--- src/rtl/prach_buffer_reader_pkg.sv ---
// Shared types for the PRACH buffer readout path: sample format, stream tag and reader FSM states.
// Pure declarations; no logic.
package prach_buffer_reader_pkg;

    localparam int PRACH_N_SAMPLES = 1536;
    localparam int ADDR_W          = 11;
    localparam int CH_W            = 8;

    typedef struct packed {
        logic [15:0] di;
        logic [15:0] dr;
    } sample_t;

    typedef struct packed {
        sample_t         smp;
        logic [CH_W-1:0] ch;
        logic            first;
        logic            last;
    } out_t;

    typedef enum logic [1:0] {
        ST_IDLE,
        ST_ACK,
        ST_READ,
        ST_DRAIN
    } reader_state_t;

endpackage

--- src/rtl/prach_buffer_reader_if.sv ---
// Capture-buffer side (done handshake, shared read port) and FFT-side sample stream of the reader.
// master = reader, slave = buffers + downstream consumer.
interface prach_buffer_reader_if #(
    parameter int NUM_CH = 4
);
    logic                 ctrl_enable;
    logic [NUM_CH-1:0]    done_req;
    logic [NUM_CH-1:0]    done_ack;
    logic [10:0]          rd_addr;
    logic [NUM_CH-1:0]    rd_en;
    logic [NUM_CH*32-1:0] rd_data;
    logic [15:0]          dout_dr;
    logic [15:0]          dout_di;
    logic [7:0]           dout_chn;
    logic                 dout_first;
    logic                 dout_last;
    logic                 dout_valid;
    logic                 dout_ready;
    logic                 busy;

    modport master (
        input  ctrl_enable, done_req, rd_data, dout_ready,
        output done_ack, rd_addr, rd_en, dout_dr, dout_di, dout_chn,
               dout_first, dout_last, dout_valid, busy
    );

    modport slave (
        output ctrl_enable, done_req, rd_data, dout_ready,
        input  done_ack, rd_addr, rd_en, dout_dr, dout_di, dout_chn,
               dout_first, dout_last, dout_valid, busy
    );
endinterface

--- src/rtl/prach_buffer_reader_fifo.sv ---
// Sync FIFO with a registered output stage; count includes the output register. Push-to-valid 1 cycle.
// Backpressure: head holds while out_rdy=0; the producer must never push when count==DEPTH.
module prach_sync_fifo #(
    parameter int WIDTH = 42,
    parameter int DEPTH = 8
) (
    input  logic                     clk,
    input  logic                     rst_n,
    input  logic                     in_vld,
    input  logic [WIDTH-1:0]         in_dat,
    output logic                     out_vld,
    input  logic                     out_rdy,
    output logic [WIDTH-1:0]         out_dat,
    output logic [$clog2(DEPTH):0]   count
);
    localparam int AW = $clog2(DEPTH);

    logic [WIDTH-1:0] mem [DEPTH];
    logic [AW-1:0]    wp, rp;
    logic [AW:0]      mem_cnt;
    logic             pop, load, bypass, from_mem, wr;

    assign pop      = out_vld && out_rdy;
    assign load     = !out_vld || pop;
    assign from_mem = load && (mem_cnt != '0);
    // Empty storage and a free head: the new entry goes straight to the output register.
    assign bypass   = load && (mem_cnt == '0) && in_vld;
    assign wr       = in_vld && !bypass;
    assign count    = mem_cnt + (AW+1)'(out_vld);

    always_ff @(posedge clk) begin
        if (wr) mem[wp] <= in_dat;
    end

    always_ff @(posedge clk) begin
        if (!rst_n) begin
            wp      <= '0;
            rp      <= '0;
            mem_cnt <= '0;
            out_vld <= 1'b0;
            out_dat <= '0;
        end else begin
            if (wr)       wp <= wp + 1'b1;
            if (from_mem) rp <= rp + 1'b1;
            mem_cnt <= mem_cnt + (AW+1)'(wr) - (AW+1)'(from_mem);
            if (load) begin
                out_vld <= from_mem || bypass;
                if (from_mem)    out_dat <= mem[rp];
                else if (bypass) out_dat <= in_dat;
            end
        end
    end

    always_ff @(posedge clk) begin
        if (rst_n) assert (!(in_vld && count == (AW+1)'(DEPTH)));
    end
endmodule

--- src/rtl/prach_buffer_reader.sv ---
// Acks all channel buffers once every done_req is up, then streams ch 0..NUM_CH-1 x addr 0..N_SAMPLES-1.
// Issue-to-dout_valid RD_LATENCY+1 cycles; reads are credit-limited so dout_ready=0 never drops data.
module prach_buffer_reader
    import prach_buffer_reader_pkg::*;
#(
    parameter int NUM_CH     = 4,
    parameter int N_SAMPLES  = PRACH_N_SAMPLES,
    parameter int RD_LATENCY = 3,
    parameter int FIFO_DEPTH = 8
) (
    input logic                   clk,
    input logic                   rst_n,
    prach_buffer_reader_if.master bus
);
    localparam int CW = $clog2(FIFO_DEPTH) + 1;

    reader_state_t     state;
    logic [CH_W-1:0]   ch;
    logic [ADDR_W-1:0] addr;
    logic [NUM_CH-1:0] rd_en, done_ack;
    logic [ADDR_W-1:0] rd_addr;
    logic              busy;

    logic              iss_vld, iss_first, iss_last;
    logic [CH_W-1:0]   iss_ch;
    logic [RD_LATENCY-1:0] pipe_vld, pipe_first, pipe_last;
    logic [CH_W-1:0]   pipe_ch [RD_LATENCY];

    logic [CW-1:0]     fifo_count;
    logic              credit_ok, ret_vld, fifo_vld;
    int                inflight;
    sample_t           ret_smp;
    out_t              push_dat, pop_dat;

    // The issue-cycle flop is in flight too: its data has not even reached the pipe yet.
    assign inflight  = $countones(pipe_vld) + int'(iss_vld);
    assign credit_ok = (int'(fifo_count) + inflight + 1) <= FIFO_DEPTH;
    assign ret_vld   = pipe_vld[RD_LATENCY-1];

    always_comb begin
        ret_smp = '0;
        for (int c = 0; c < NUM_CH; c++) begin
            if (pipe_ch[RD_LATENCY-1] == CH_W'(c)) ret_smp = bus.rd_data[c*32 +: 32];
        end
    end

    assign push_dat = '{smp: ret_smp, ch: pipe_ch[RD_LATENCY-1],
                        first: pipe_first[RD_LATENCY-1], last: pipe_last[RD_LATENCY-1]};

    always_ff @(posedge clk) begin
        if (!rst_n) begin
            state      <= ST_IDLE;
            ch         <= '0;
            addr       <= '0;
            rd_en      <= '0;
            rd_addr    <= '0;
            done_ack   <= '0;
            busy       <= 1'b0;
            iss_vld    <= 1'b0;
            iss_ch     <= '0;
            iss_first  <= 1'b0;
            iss_last   <= 1'b0;
            pipe_vld   <= '0;
            pipe_first <= '0;
            pipe_last  <= '0;
            for (int i = 0; i < RD_LATENCY; i++) pipe_ch[i] <= '0;
        end else begin
            pipe_vld[0]   <= iss_vld;
            pipe_ch[0]    <= iss_ch;
            pipe_first[0] <= iss_first;
            pipe_last[0]  <= iss_last;
            for (int i = 1; i < RD_LATENCY; i++) begin
                pipe_vld[i]   <= pipe_vld[i-1];
                pipe_ch[i]    <= pipe_ch[i-1];
                pipe_first[i] <= pipe_first[i-1];
                pipe_last[i]  <= pipe_last[i-1];
            end
            iss_vld  <= 1'b0;
            rd_en    <= '0;
            done_ack <= '0;
            case (state)
                ST_IDLE: begin
                    if (bus.ctrl_enable && (&bus.done_req)) begin
                        state    <= ST_ACK;
                        done_ack <= '1;
                        busy     <= 1'b1;
                    end
                end
                ST_ACK: begin
                    ch    <= '0;
                    addr  <= '0;
                    state <= ST_READ;
                end
                ST_READ: begin
                    if (credit_ok) begin
                        rd_en     <= NUM_CH'(1) << ch;
                        rd_addr   <= addr;
                        iss_vld   <= 1'b1;
                        iss_ch    <= ch;
                        iss_first <= (addr == '0);
                        iss_last  <= (addr == ADDR_W'(N_SAMPLES-1));
                        if (addr == ADDR_W'(N_SAMPLES-1)) begin
                            addr <= '0;
                            if (ch == CH_W'(NUM_CH-1)) state <= ST_DRAIN;
                            else                       ch    <= ch + 1'b1;
                        end else begin
                            addr <= addr + 1'b1;
                        end
                    end
                end
                ST_DRAIN: begin
                    if (!iss_vld && pipe_vld == '0 && fifo_count == '0) begin
                        state <= ST_IDLE;
                        busy  <= 1'b0;
                    end
                end
                default: state <= ST_IDLE;
            endcase
        end
    end

    prach_sync_fifo #(
        .WIDTH ($bits(out_t)),
        .DEPTH (FIFO_DEPTH)
    ) u_fifo (
        .clk     (clk),
        .rst_n   (rst_n),
        .in_vld  (ret_vld),
        .in_dat  (push_dat),
        .out_vld (fifo_vld),
        .out_rdy (bus.dout_ready),
        .out_dat (pop_dat),
        .count   (fifo_count)
    );

    assign bus.rd_en      = rd_en;
    assign bus.rd_addr    = rd_addr;
    assign bus.done_ack   = done_ack;
    assign bus.busy       = busy;
    assign bus.dout_valid = fifo_vld;
    assign bus.dout_dr    = pop_dat.smp.dr;
    assign bus.dout_di    = pop_dat.smp.di;
    assign bus.dout_chn   = pop_dat.ch;
    assign bus.dout_first = pop_dat.first;
    assign bus.dout_last  = pop_dat.last;
endmodule
--- src/flat_wrapper.sv ---
// flat-port wrapper written by rule: the top's interface ports become plain ports
module prach_buffer_reader_flat import prach_buffer_reader_pkg::*;
#(
    parameter int NUM_CH     = 4,
    parameter int N_SAMPLES  = PRACH_N_SAMPLES,
    parameter int RD_LATENCY = 3,
    parameter int FIFO_DEPTH = 8
)
  (clk, rst_n, bus_ctrl_enable, bus_done_req, bus_rd_data, bus_dout_ready, bus_done_ack, bus_rd_addr, bus_rd_en, bus_dout_dr, bus_dout_di, bus_dout_chn, bus_dout_first, bus_dout_last, bus_dout_valid, bus_busy);
  prach_buffer_reader_if #(.NUM_CH(NUM_CH)) bus_i ();
  input logic clk;
  input logic rst_n;
  input wire logic [$bits(bus_i.ctrl_enable)-1:0] bus_ctrl_enable;
  input wire logic [$bits(bus_i.done_req)-1:0] bus_done_req;
  input wire logic [$bits(bus_i.rd_data)-1:0] bus_rd_data;
  input wire logic [$bits(bus_i.dout_ready)-1:0] bus_dout_ready;
  output wire logic [$bits(bus_i.done_ack)-1:0] bus_done_ack;
  output wire logic [$bits(bus_i.rd_addr)-1:0] bus_rd_addr;
  output wire logic [$bits(bus_i.rd_en)-1:0] bus_rd_en;
  output wire logic [$bits(bus_i.dout_dr)-1:0] bus_dout_dr;
  output wire logic [$bits(bus_i.dout_di)-1:0] bus_dout_di;
  output wire logic [$bits(bus_i.dout_chn)-1:0] bus_dout_chn;
  output wire logic [$bits(bus_i.dout_first)-1:0] bus_dout_first;
  output wire logic [$bits(bus_i.dout_last)-1:0] bus_dout_last;
  output wire logic [$bits(bus_i.dout_valid)-1:0] bus_dout_valid;
  output wire logic [$bits(bus_i.busy)-1:0] bus_busy;
  assign bus_i.ctrl_enable = bus_ctrl_enable;
  assign bus_i.done_req = bus_done_req;
  assign bus_i.rd_data = bus_rd_data;
  assign bus_i.dout_ready = bus_dout_ready;
  assign bus_done_ack = bus_i.done_ack;
  assign bus_rd_addr = bus_i.rd_addr;
  assign bus_rd_en = bus_i.rd_en;
  assign bus_dout_dr = bus_i.dout_dr;
  assign bus_dout_di = bus_i.dout_di;
  assign bus_dout_chn = bus_i.dout_chn;
  assign bus_dout_first = bus_i.dout_first;
  assign bus_dout_last = bus_i.dout_last;
  assign bus_dout_valid = bus_i.dout_valid;
  assign bus_busy = bus_i.busy;
  prach_buffer_reader #(.NUM_CH(NUM_CH), .N_SAMPLES(N_SAMPLES), .RD_LATENCY(RD_LATENCY), .FIFO_DEPTH(FIFO_DEPTH)) u_core (.clk(clk), .rst_n(rst_n), .bus(bus_i));
endmodule
--- config.mk ---
export PLATFORM = sky130hd
export DESIGN_NAME = prach_buffer_reader_flat
export DESIGN_NICKNAME = d
export VERILOG_FILES = /design/src/rtl/prach_buffer_reader_pkg.sv /design/src/rtl/prach_buffer_reader_if.sv /design/src/rtl/prach_buffer_reader_fifo.sv /design/src/rtl/prach_buffer_reader.sv /design/src/flat_wrapper.sv
export SDC_FILE = /design/constraint.sdc
export NUM_CORES = 1
export LEC_CHECK = 0
export ABC_AREA = 1
export CAP_MARGIN = 20
export CORE_MARGIN = 10
export CORE_UTILIZATION = 35
export CTS_BUF_LIST = sky130_fd_sc_hd__clkbuf_16
export DETAILED_ROUTE_END_ITERATION = 6
export PLACE_DENSITY = 0.49
export SKIP_CTS_REPAIR_TIMING = 1
export SLEW_MARGIN = 5
export SYNTH_ARGS = -nofsm -noshare
export SYNTH_HDL_FRONTEND = slang
export SYNTH_SLANG_ARGS = --single-unit
--- constraint.sdc ---
create_clock -name clk -period 4.5 [get_ports clk]
set_input_delay 0.9 -clock clk [delete_from_list [all_inputs] [get_ports clk]]
set_output_delay 0.9 -clock clk [all_outputs]
set_load 0.03 [all_outputs]
== Word level (Yosys, flattened, before mapping) ==
Memory sizes are Yosys's and may differ from the RTL's. A register that Yosys moved wholly into a read port is not among the register bits.
Index checks and enable logic that the tools add are counted.

* Output and inout port bits: 63
* Memory bits (writable): 360
* Flip-flop bits (word level): 114
* Input bits: 136
* Memories kept: 2

* Bitwise operators: 3
* $add $sub $neg: 12
* Shift operators: 1
* Equality and inequality tests: 14
* Muxes and demuxes: 33
* Reductions and logical operators: 33
* $lt $le $gt $ge: 1

{| class="wikitable"
|+ Memory list
! name !! depth !! width !! rd ports !! clocked after Yosys merged registers in !! write ports !! RTL line !! text
|-
| u_core.u_fifo.mem || 8 || 42 || 1 || 1 || 1 || prach_buffer_reader_fifo.sv:18 || <nowiki>logic [WIDTH-1:0] mem [DEPTH];</nowiki>
|-
| u_core.pipe_ch || 3 || 8 || 3 || 0 || 3 || prach_buffer_reader.sv:27 || <nowiki>logic [CH_W-1:0] pipe_ch [RD_LATENCY];</nowiki>
|}

{| class="wikitable"
|+ Operator list
! operator !! number
|-
| 2-to-1 mux 32 bit || 4
|-
| 2-to-1 mux 42 bit || 2
|-
| 2-to-1 mux 8 bit || 6
|-
| adder 32 x 1 -> 32 bit || 1
|-
| adder 32 x 2 -> 32 bit || 1
|-
| adder 32 x 2 -> 32 bit, second input constant || 1
|-
| adder 5 x 32 -> 32 bit || 1
|-
| less-or-equal comparator 32 x 5 -> 1 bit, second input constant || 1
|-
| equality test 8 x 2 -> 1 bit, second input constant || 3
|-
| 2-to-1 mux 11 bit || 2
|-
| case mux 11 bit (2 select lines) || 1
|-
| case mux 8 bit (2 select lines) || 1
|-
| adder 11 x 1 -> 11 bit, second input constant || 1
|-
| equality test 11 bit, second input constant || 1
|-
| zero test 11 bit || 1
|-
| 2-to-1 mux 2 bit || 5
|-
| inequality test 2 x 1 -> 1 bit, second input constant || 5
|-
| AND reduction 2 bit || 5
|-
| adder 4 x 1 -> 4 bit || 2
|-
| adder 8 x 1 -> 8 bit, second input constant || 1
|-
| equality test 8 x 1 -> 1 bit, second input constant || 1
|-
| logical AND 1 bit || 8
|-
| zero test 4 bit || 2
|-
| zero test 8 bit || 1
|-
| 22 further kinds || 40
|}

== Longest topological paths before layout ==
* Depth after elaboration: 8
* Depth in mapped cells: 18
* Depth with buffers taken out: 17

== Modules after synthesis ==
Synthesis repeated with hierarchy kept, for this count alone.

* Cells, all modules: 2374
* Area total of the unflattened synthesis: 21297.9 um^2

{| class="wikitable"
|+ By module, submodules not included
! module !! cells an instance !! instances !! area an instance (um^2) !! sequential area each (um^2)
|-
| prach_sync_fifo || 1697 || 1 || 16818.6 || 11210.8
|-
| prach_buffer_reader || 677 || 1 || 4479.3 || 1641.6
|}

== Worst setup path after synthesis ==
No wires, ideal clock.

* Kind: in2reg
* From: input port bus_dout_ready
* To: memory u_core.u_fifo.mem[0][0] (enable)
* Stages on the path: 7
* Data arrival time: 3.224 ns
* Required time: 4.059 ns
* Path buffers: 0
* Slack: 0.834 ns
* Cells stage by stage: nor2_1 -> inv_1 -> nand2_1 -> nand2_1 -> inv_1 -> nand2_1 -> nor2_1

* Cells in the longest elaborated chain, start to end: 8

{| class="wikitable"
|+ Ends and longest elaborated chain
! element !! RTL line !! text
|-
| start: declaration || flat_wrapper.sv:16 || <nowiki>input wire logic [$bits(bus_i.dout_ready)-1:0] bus_dout_ready;</nowiki>
|-
| logical AND 1 bit || prach_buffer_reader_fifo.sv:23 || <nowiki>assign pop = out_vld && out_rdy;</nowiki>
|-
| logical OR 1 bit || prach_buffer_reader_fifo.sv:24 || <nowiki>assign load = !out_vld || pop;</nowiki>
|-
| logical AND 1 bit (2 in series) || prach_buffer_reader_fifo.sv:27 || <nowiki>assign bypass = load && (mem_cnt == '0) && in_vld;</nowiki>
|-
| zero test 1 bit || prach_buffer_reader_fifo.sv:28 || <nowiki>assign wr = in_vld && !bypass;</nowiki>
|-
| logical AND 1 bit || prach_buffer_reader_fifo.sv:28 ||
|-
| 2-to-1 mux 1 bit || prach_buffer_reader_fifo.sv:32 || <nowiki>if (wr) mem[wp] <= in_dat;</nowiki>
|-
| 2-to-1 mux 1 bit (not written as such) || prach_buffer_reader_fifo.sv:32 ||
|-
| end: declaration || prach_buffer_reader_fifo.sv:18 ||
|}

No other way between the ends.

== Worst setup path in the final report ==
* From: register u_core.pipe_vld[1]
* To: register u_core.addr[0]

* Cells in the longest elaborated chain, start to end: 8

{| class="wikitable"
|+ Ends and longest elaborated chain
! element !! RTL line !! text
|-
| start: declaration || prach_buffer_reader.sv:26 || <nowiki>logic [RD_LATENCY-1:0] pipe_vld, pipe_first, pipe_last;</nowiki>
|-
| start signal: indexed assignment || prach_buffer_reader.sv:73 || <nowiki>pipe_vld[i] <= pipe_vld[i-1];</nowiki>
|-
| adder 1 x 1 -> 2 bit (not written as such) || prach_buffer_reader.sv:36 || <nowiki>assign inflight = $countones(pipe_vld) + int'(iss_vld);</nowiki>
|-
| adder 32 x 1 -> 32 bit (not written as such) || prach_buffer_reader.sv:36 ||
|-
| adder 32 x 2 -> 32 bit || prach_buffer_reader.sv:36 ||
|-
| adder 5 x 32 -> 32 bit || prach_buffer_reader.sv:37 || <nowiki>assign credit_ok = (int'(fifo_count) + inflight + 1) <= FIFO_DEPTH;</nowiki>
|-
| adder 32 x 2 -> 32 bit || prach_buffer_reader.sv:37 ||
|-
| less-or-equal comparator 32 x 5 -> 1 bit || prach_buffer_reader.sv:37 ||
|-
| inequality test 2 x 1 -> 1 bit (no source line) || -- ||
|-
| AND reduction 2 bit (no source line) || -- ||
|-
| end signal: assignment || prach_buffer_reader.sv:107 || <nowiki>addr <= addr + 1'b1;</nowiki>
|-
| end: declaration || prach_buffer_reader.sv:19 || <nowiki>logic [ADDR_W-1:0] addr;</nowiki>
|}

No other way between the ends.
A chain may end at the register's enable or synchronous reset.

==> flow_summary.json <==
{
  "status": "finished clean",
  "mostFrequentLayoutCell": "edfxtp_1",
  "fill_cells": 5444,
  "grt-ovfl-total": 0,
  "crit_buf_inv": 3,
  "final_cell_mix": "edfxtp_1, nor2_1, o21ai_0, clkdlybuf4s50_1, nand2_1",
  "grt_start_max_net_pins": 110,
  "via_count": 14616,
  "clk_pin_slew_ps": 60,
  "die_h_um": 259,
  "layout-drive-gt1-share": 0.0701,
  "antenna_found_initial": 0,
  "port_buffers": 198,
  "yosys_warnings": 0,
  "crit_path_top_delay_cell": "fa_1",
  "clkPwrFrac": 0.309,
  "multi_input_area_um2": 6110,
  "critPathKind": "reg2reg",
  "syn-cell-area_um2": 19900,
  "fin_area_um2": 24600,
  "ir_drop_uv": 299,
  "clk_latency_ps": 600,
  "clock-sinks": 474,
  "rsz0062_at_grt": "false",
  "syn_to_final_growth_pct": 23.3,
  "p_comb_frac": 0.309,
  "hpwl_um": 35100,
  "cp.required_ps": 4970,
  "die_w_um": 259,
  "slew_viol_final": 0,
  "gp_congestion": 0.827,
  "fin_tns_setup_ps": 0,
  "p_leak_nw": 8.83,
  "cp-start-kind": "flip-flop",
  "wl_per_cell_um": 19.7,
  "dpl-instance-area_um2": 22700,
  "ys_ff_latch": 474,
  "cellPowerDensity_nw_per_um2": 580,
  "ys_types": 43,
  "layout_min_cycle_time_ps": 3470,
  "fin_crit_sh": 0.771,
  "synth.avg_cell_area_um2": 10.4,
  "root_buffer": "clkbuf_16",
  "rows": 87,
  "ios": 199,
  "skew_ps": 20.6,
  "grt_pass1_wl_um": 87400,
  "final_hold_viol_count": 0,
  "dr.pass1.iters": 6,
  "cp_max_fo": 11,
  "path_delay_family": "adder cells",
  "drc": 0,
  "grt_usage": 0.165,
  "routed_wl_um": 56400,
  "cp_cell_sequence": "inv_1, ha_1, inv_1, ha_1, fa_1, inv_1, fa_1, nor2_1, o21ai_0, nand3_1, nand2_1, nand2_1, nand2_1, o21ai_0, nor2_1",
  "max_stage_delay_ps": 420,
  "p_int_w": 0.00921,
  "maxSlewHeadroom": 0.402,
  "placeableCoreArea_um2": 56400,
  "pwr-share-seq": 0.382,
  "nets": 2229,
  "tightestPinTransition_ps": 896,
  "cp.arrival_ps": 3940,
  "end_kind": "flip-flop",
  "start_util": 0.353,
  "grt_pass1_vias": 14631,
  "htreeDepth": 2,
  "cts.path.max_buffers": 3,
  "ant_nets": 0,
  "max_cap_viol_count": 0,
  "finalSetupViolCount": 0,
  "tritoncts": "done",
  "ys_seq_area_frac": 0.645,
  "die_area_um2": 66900,
  "seqCellArea_um2": 12900,
  "syn_nets": 2072,
  "fmax_ghz": 0.288,
  "switching_power_w": 0.00502,
  "syn_inst": 1910,
  "cts_buffers": 53,
  "hold_path_class": "reg2reg",
  "antennaDiodeCount": 0,
  "switching_share": 0.353,
  "routed_via_density": 5.10,
  "drt-initial-drc-count": 1052
}
## worst min-delay path, stage by stage (launching register included)
cell	delay (ps)
dfxtp_1	300
nand2_1	40
inv_1	40
## logic make-up (layout without fill, tap and decap cells)
group	count (synthesis)	in the layout	synth area share
and+or+nand+nor	721	721	0.158
adders and majority gates	26	26	0.0175
AOI/OAI and AO/OA	431	431	0.123
buffers and inverters	249	451	0.0523
xor gates and xnor gates	9	9	0.00396
DFF	474	474	0.645
## registers in the layout, indices dropped and copies added, names as in the netlist, 2 cells and up, named ones only
register and count:
u_core.state 2, u_core.u_fifo.wp 3, u_core.bus.rd_en 4, u_core.pipe_vld 3
u_core.pipe_ch 24, u_core.u_fifo.rp 3, u_core.iss_ch 8, u_core.u_fifo.out_dat 42
u_core.bus.rd_addr 11, u_core.ch 8, u_core.u_fifo.mem 336, u_core.u_fifo.mem_cnt 4
u_core.pipe_first 3, u_core.pipe_last 3, u_core.addr 11
## cells in the mapped netlist (all sizes together)
library cell | instances | area, µm²
a211oi | 1 | 7.51
a31oi | 30 | 188
nand4 | 44 | 275
buf | 59 | 317
clkbuf | 74 | 288
nor4 | 1 | 6.26
a21oi | 59 | 295
xor2 | 6 | 52.6
o21ai | 243 | 1230
nand3b | 1 | 7.51
o21a | 1 | 7.51
edfxtp | 336 | 10100
ha | 23 | 288
o22ai | 10 | 62.6
and3 | 1 | 6.26
nor3 | 9 | 60.1
dfxtp | 138 | 2760
o41ai | 1 | 8.76
nor3b | 2 | 15.0
nand2 | 199 | 764
xnor2 | 3 | 26.3
clkinv | 1 | 3.75
inv | 115 | 434
o211ai | 76 | 571
and2 | 2 | 12.5
o221ai | 10 | 87.6
fa | 3 | 60.1
nand3 | 159 | 821
nor2 | 303 | 1170
## per-stage QoR
| stage | hold slack, ps | util | setup slack [ps] | total power, W | cells |
|---|---|---|---|---|---|
| floorplan | 390 | - | 834 | 0.00832 | 1910 |
| global placement | 396 | 0.403 | 989 | 0.00993 | 2765 |
| detailed placement | 398 | 0.403 | 928 | 0.00997 | 2766 |
| CTS | 410 | 0.435 | 1030 | 0.0144 | 2866 |
| global route | 424 | 0.436 | 687 | 0.0151 | 2868 |
| finish | 406 | 0.436 | 1030 | 0.0142 | 2868 |
## final cells by class
class / instances / area share
Tap cell: 756 / 0.0385
Clock buffer: 55 / 0.0560
Clock inverter: 45 / 0.0164
Sequential cell: 474 / 0.524
Timing Repair Buffer: 235 / 0.0986
Multi-Input combinational cell: 1187 / 0.249
Inverter: 116 / 0.0179
## path summary, 6_finish.rpt
path / startpoint / cells after the start / slack [ps] / endpoint
max reg2reg: u_core.pipe_vld[1] / 15 / 1030 / u_core.addr[0]
min reg2reg: u_core.pipe_ch[0][12] / 2 / 410 / u_core.pipe_ch[0][20]
min: u_core.pipe_ch[0][12] / 2 / 410 / u_core.pipe_ch[0][20]
max: u_core.pipe_vld[1] / 15 / 1030 / u_core.addr[0]
## power by group through the flow
stage | Combinational, W | Clock, W | Sequential, W
final | 0.00440 | 0.00439 | 0.00544
after global routing | 0.00493 | 0.00468 | 0.00549
after CTS | 0.00445 | 0.00450 | 0.00545
after detailed placement | 0.00443 | 0 | 0.00554
after global placement | 0.00440 | 0 | 0.00553
after floorplan | 0.00260 | 0 | 0.00572
## routing by layer
layer  part of all wire  track usage
met5                  0            0
met4              0.025       0.0502
met3              0.055       0.0323
met2               0.46        0.267
met1               0.46        0.221
Power figures use the tool's default switching activity.
